<file path="src/rtl/k4n8_cfg_chain_loader.sv">
// K4N8 configuration loader: assembles a byte stream into CHAIN_LEN-bit frames and shifts them LSB-first into the scan chain.
// Optional trailing CRC-8 image check is enabled by defining CFG_CRC_CHECK_EN.
module k4n8_cfg_chain_loader #(
  parameter int unsigned DATA_W     = 8,
  parameter int unsigned CHAIN_LEN  = 16,
  parameter int unsigned NUM_FRAMES = 8,
  localparam int unsigned FIDX_W    = $clog2(NUM_FRAMES + 1)
) (
  input  logic              C,
  input  logic              R,
  input  logic              start,
  input  logic              abort,
  input  logic [DATA_W-1:0] in_data,
  input  logic              in_valid,
  output logic              in_ready,
  output logic              sc_d,
  output logic              sc_en,
  output logic              busy,
  output logic              done,
  output logic              err,
  output logic [FIDX_W-1:0] frame_idx
);

  localparam int unsigned NUM_SLOTS = CHAIN_LEN / DATA_W;
  localparam int unsigned SLOT_W    = (NUM_SLOTS > 1) ? $clog2(NUM_SLOTS) : 1;
  localparam int unsigned BIT_W     = (CHAIN_LEN > 1) ? $clog2(CHAIN_LEN) : 1;

  typedef enum logic [2:0] {
    S_IDLE, S_LOAD, S_SHIFT, S_FINISH, S_DONE, S_ERROR
  } state_t;

  state_t                state_q, state_d;
  logic [CHAIN_LEN-1:0]  buf_q, buf_d;
  logic [BIT_W-1:0]      bit_q, bit_d, slot_base;
  logic [SLOT_W-1:0]     slot_q, slot_d;
  logic [FIDX_W-1:0]     frame_d;
  logic                  in_ready_d, sc_d_d, sc_en_d, busy_d, done_d, err_d;
  logic                  hs;

`ifdef CFG_CRC_CHECK_EN
  logic [7:0] crc_q, crc_d;

  // CRC-8, poly 0x07, MSB-first, no reflection, no final XOR
  function automatic logic [7:0] crc8_upd(input logic [7:0] c, input logic [DATA_W-1:0] d);
    logic [7:0] r;
    logic       fb;
    r = c;
    for (int i = DATA_W - 1; i >= 0; i--) begin
      fb = r[7] ^ d[i];
      r  = {r[6:0], 1'b0} ^ (fb ? 8'h07 : 8'h00);
    end
    return r;
  endfunction
`endif

  assign hs        = in_valid & in_ready;
  assign slot_base = BIT_W'(slot_q) * BIT_W'(DATA_W);

  // Next-state, datapath and next-output decode
  always_comb begin
    state_d = state_q;
    buf_d   = buf_q;
    bit_d   = bit_q;
    slot_d  = slot_q;
    frame_d = frame_idx;
    err_d   = err;
`ifdef CFG_CRC_CHECK_EN
    crc_d   = crc_q;
`endif

    if (abort) begin
      // abort also wins over start while idle; the partial frame is dropped
      state_d = S_IDLE;
      buf_d   = '0;
      bit_d   = '0;
      slot_d  = '0;
`ifdef CFG_CRC_CHECK_EN
      crc_d   = '0;
`endif
    end else begin
      case (state_q)
        S_IDLE: begin
          if (start) begin
            state_d = S_LOAD;
            err_d   = 1'b0;
            frame_d = '0;
            slot_d  = '0;
            bit_d   = '0;
`ifdef CFG_CRC_CHECK_EN
            crc_d   = '0;
`endif
          end
        end
        S_LOAD: begin
          if (hs) begin
            buf_d[slot_base +: DATA_W] = in_data;
`ifdef CFG_CRC_CHECK_EN
            crc_d = crc8_upd(crc_q, in_data);
`endif
            if (slot_q == SLOT_W'(NUM_SLOTS - 1)) begin
              slot_d  = '0;
              bit_d   = '0;
              state_d = S_SHIFT;
            end else begin
              slot_d = slot_q + SLOT_W'(1);
            end
          end
        end
        S_SHIFT: begin
          buf_d = buf_q >> 1;
          if (bit_q == BIT_W'(CHAIN_LEN - 1)) begin
            bit_d   = '0;
            frame_d = frame_idx + FIDX_W'(1);
            state_d = (frame_d < FIDX_W'(NUM_FRAMES)) ? S_LOAD : S_FINISH;
          end else begin
            bit_d = bit_q + BIT_W'(1);
          end
        end
        S_FINISH: begin
`ifdef CFG_CRC_CHECK_EN
          if (hs) state_d = (in_data == DATA_W'(crc_q)) ? S_DONE : S_ERROR;
`else
          state_d = S_IDLE;
`endif
        end
        S_DONE:  state_d = S_IDLE;
        S_ERROR: state_d = S_IDLE;
        default: state_d = S_IDLE;
      endcase
    end

    // outputs are registered copies of what the next state implies
    sc_en_d = (state_d == S_SHIFT);
    sc_d_d  = sc_en_d & buf_d[0];
`ifdef CFG_CRC_CHECK_EN
    in_ready_d = (state_d == S_LOAD) || (state_d == S_FINISH);
    busy_d     = (state_d == S_LOAD) || (state_d == S_SHIFT) || (state_d == S_FINISH);
    done_d     = (state_d == S_DONE);
    if (state_d == S_ERROR) err_d = 1'b1;
`else
    in_ready_d = (state_d == S_LOAD);
    busy_d     = (state_d == S_LOAD) || (state_d == S_SHIFT);
    done_d     = (state_d == S_FINISH);
`endif
  end

  always_ff @(posedge C or negedge R) begin
    if (!R) begin
      state_q   <= S_IDLE;
      buf_q     <= '0;
      bit_q     <= '0;
      slot_q    <= '0;
      frame_idx <= '0;
      in_ready  <= 1'b0;
      sc_en     <= 1'b0;
      sc_d      <= 1'b0;
      busy      <= 1'b0;
      done      <= 1'b0;
      err       <= 1'b0;
    end else begin
      state_q   <= state_d;
      buf_q     <= buf_d;
      bit_q     <= bit_d;
      slot_q    <= slot_d;
      frame_idx <= frame_d;
      in_ready  <= in_ready_d;
      sc_en     <= sc_en_d;
      sc_d      <= sc_d_d;
      busy      <= busy_d;
      done      <= done_d;
      err       <= err_d;
    end
  end

`ifdef CFG_CRC_CHECK_EN
  always_ff @(posedge C or negedge R) begin
    if (!R) crc_q <= '0;
    else    crc_q <= crc_d;
  end
`endif

endmodule

</file>
<file path="config.mk">
export PLATFORM = sky130hd
export DESIGN_NAME = k4n8_cfg_chain_loader
export DESIGN_NICKNAME = d
export VERILOG_FILES = /design/src/rtl/k4n8_cfg_chain_loader.sv
export SDC_FILE = /design/constraint.sdc
export NUM_CORES = 1
export LEC_CHECK = 0
export CAP_MARGIN = 5
export CORE_MARGIN = 3
export CORE_UTILIZATION = 50
export DETAILED_ROUTE_END_ITERATION = 8
export GPL_ROUTABILITY_DRIVEN = 0
export PLACE_DENSITY = 0.71
export SLEW_MARGIN = 20
export SYNTH_ARGS = -nofsm -noshare
export SYNTH_HDL_FRONTEND = slang
export SYNTH_SLANG_ARGS = --single-unit
</file>
<file path="constraint.sdc">
create_clock -name C -period 2.2 [get_ports C]
set_input_delay 0.44 -clock C [delete_from_list [all_inputs] [get_ports C]]
set_output_delay 0.44 -clock C [all_outputs]
set_load 0.02 [all_outputs]
</file>
==> results.yml <==
timing:
  finalSetupViolations: 0
  fin_setup_tns_ps: 0
  slew_viol_final: 0
  fin_hold_ws_ps: 500.0
  period_share: 0.8865
  final.min_clock_period_ps: 1950
  fmax_mhz: 512.7
  rsz0062_at_grt: "no"
  finalHoldViolations: 0
  finalClockSkew_ps: 12.09
floorplan:
  start_util: 0.5347
  row_count: 20
  coreArea_um2: 3103
  die_x_um: 63.61
  die_h_um: 63.61
  ios: 23
  dieArea_um2: 4046
global_routing:
  grt_pass1_wl_mm: 6.099
  grt_use_total: 0.1933
  overflow: 0
  antenna_found_initial: 0
  grt_max_degree: 34
  grt_pass1_vias: 1253
synthesis:
  synth_edf_count: 0
  syn_avg_cell_area_um2: 10.64
  ys.flop_type: "dfrtp_1"
  synth.largest_area_cell: "dfrtp_1"
  netlist.area_leader.share: 0.4977
  yosys-top-cells-area: "dfrtp_1 50%, o2bb2ai_1 7.9%, a22oi_1 6.3%, nor2_1 3.2%, mux2_2 2.7%"
  synth.ff_latch_count: 33
  syn_area_um2: 1659
  async_flop_share: 1.000
  ys_types: 43
  ys_seq_area_frac: 0.4977
  yosysWarnings: 0
  postSynthCellCount: 156
cells_and_area:
  layout.cells.non_filler: 231
  nets: 201
  final_common_cell: "dfrtp_1"
  fillers: 270
  multiInputGateArea_um2: 782.0
  syn_to_final_growth_pct: 22.55
  diodes: 0
  fin_util: 0.6552
  final-seq-area_um2: 825.8
  drive_gt1_frac: 0.1283
  mostFrequentLayoutCells: "33 x dfrtp_1, 21 x clkdlybuf4s50_1, 15 x o2bb2ai_1"
setup_path:
  r2r_start: "state_q[0]$_DFF_PN0_"
  rr_worst_depth: 4
  worstReg2RegEnd: "sc_d$_DFF_PN0_"
  critical_path.startpoint: "state_q[0]$_DFF_PN0_"
  slowest_stage: "dfrtp_1"
  cp-endpoint: "sc_d$_DFF_PN0_"
  cpPeakStageDelay_ps: 560
  cp_data_required_time_ps: 2410
  cp.arrival_ps: 2170
  crit_fanout: 12
  path_buf_inv: 0
  worst_setup_path_end_kind: "flop"
  critPathKind: "flop to flop"
  start_kind: "flop"
  reg2reg_slack_ps: 250
  crit_cells: 4
  cp_top_family: "simple AND/OR/NAND/NOR gates"
  crit_path_cell_trace: "or3b_1, nor2_1, a21oi_1, nor4_1"
clock_network:
  root_buffer: "clkbuf_4"
  post_cts_buffers: 0
  clk_path_buf_depth: 2
  hold_buffers: 0
  cts_resized: 0
  cts_tree: "done"
  cts_sinks: 33
  cts_buffers: 5
  clk_latency_ps: 330
  cts.clk_slew.worst_paths_ps: 110
  htreeDepth: 2
placed_design:
  hpwl_mm: 2.620
  post-place-cells: 223
  io_buffers: 21
route:
  drt_iter0_drc: 72
  routed_wl_mm: 3.607
  vias: 1387
  drc: 0
  dr.pass1.iters: 4
  routed_via_density: 6.004
  routedWlPerCell_um: 15.61
  antenna_left: 0
power:
  max-vdd-ir-drop_v: 0.0004064
  p_per_area_nw_per_um2: 577.1
  power_leakage_uw: 0.0008591
flow_run:
  maxCapViolCount: 0
min_path:
  min_path_type: "input pin to async pin"
outcome:
  status: "finished, final reports clean"
==> worst min path at each step <==
stage	from	end	slack (ps)	depth (start not counted)
4_1_cts	R	slot_q$_DFFE_PN0P_	500	2
3_3_place_gp	buf_q[10]$_DFFE_PN0P_	buf_q[10]$_DFFE_PN0P_	470	1
5_1_grt	R	slot_q$_DFFE_PN0P_	500	2
3_5_place_dp	buf_q[5]$_DFFE_PN0P_	buf_q[5]$_DFFE_PN0P_	480	1
6_report	R	buf_q[0]$_DFF_PN0_	500	2
2_1_floorplan	R	bit_q[0]$_DFFE_PN0P_	140	0
==> through the flow <==
stage / setup WS (ps) / instance area [um^2] / total power (uW)
3_3_place_gp: 151.2 / 1948 / 715.0
4_1_cts: 272.6 / 2033 / 1183
2_1_floorplan: 564.8 / 1663 / 665.5
5_1_grt: 118.1 / 2033 / 1226
6_report: 249.6 / 2033 / 1173
3_5_place_dp: 143.4 / 1948 / 715.7
==> Yosys cell counts, types with 2 or more instances <==
cell       count
buf_4          2
o2bb2ai_1     15
a21oi_1        5
buf_2          2
a22oi_1       14
a22o_1         5
nor2b_1        2
a31oi_1        2
o21ai_0        5
clkbuf_1       3
nand3_1        6
nand2_1        6
mux2_2         4
ha_1           2
dfrtp_1       33
a21o_1         2
nand2b_1       2
inv_1          2
nor3_1         5
nor2_1        14
o21bai_1       3
==> final cells by class <==
class | instances | area share
Sequential cell | 33 | 0.4062
Multi-Input combinational cell | 114 | 0.3846
Timing Repair Buffer | 30 | 0.1366
Clock buffer | 7 | 0.02708
Tap cell | 44 | 0.02708
Clock inverter | 1 | 0.01477
Inverter | 2 | 0.003692
==> kinds of logic (layout without fill, tap and decap cells) <==
group | Yosys count | in the layout | synth area share
muxes | 5 | 5 | 0.03318
other | 1 | 2 | 0.002260
buffers and inverters | 10 | 40 | 0.03318
AOI/OAI and AO/OA | 56 | 56 | 0.2557
adders and majority gates | 2 | 2 | 0.01508
and+or+nand+nor | 48 | 48 | 0.1576
xor gates and xnor gates | 1 | 1 | 0.005280
DFF | 33 | 33 | 0.4977
==> report_power, final <==
group / internal (uW) / total, uW / switching [uW]
sequential: 610 / 615 / 5.09
combinational: 39.5 / 88.8 / 49.3
clock: 271 / 469 / 198
==> worst register-to-register path: stages, from the launching register on <==
cell	delay, ps
dfrtp_1	560
or3b_1	460
nor2_1	310
a21oi_1	170
nor4_1	350
==> state kept, by name, summed over array words and instances (netlist names) <==
| register | count |
|---|---|
| buf_q | 16 |
| bit_q | 4 |
| frame_idx | 4 |
| state_q | 3 |
| busy | 1 |
| done | 1 |
| in_ready | 1 |
| sc_d | 1 |
| sc_en | 1 |
| slot_q | 1 |
==> layer usage <==
layer	global-route usage	wire length, um	vias to the layer above
met1	0.2673	1644	677
met2	0.2934	1707	46
met3	0.05704	209	5
li1	-	-	659
met5	0	0	-
met4	0.05660	46	0
Note: power is estimated with default switching activity, not from simulation.
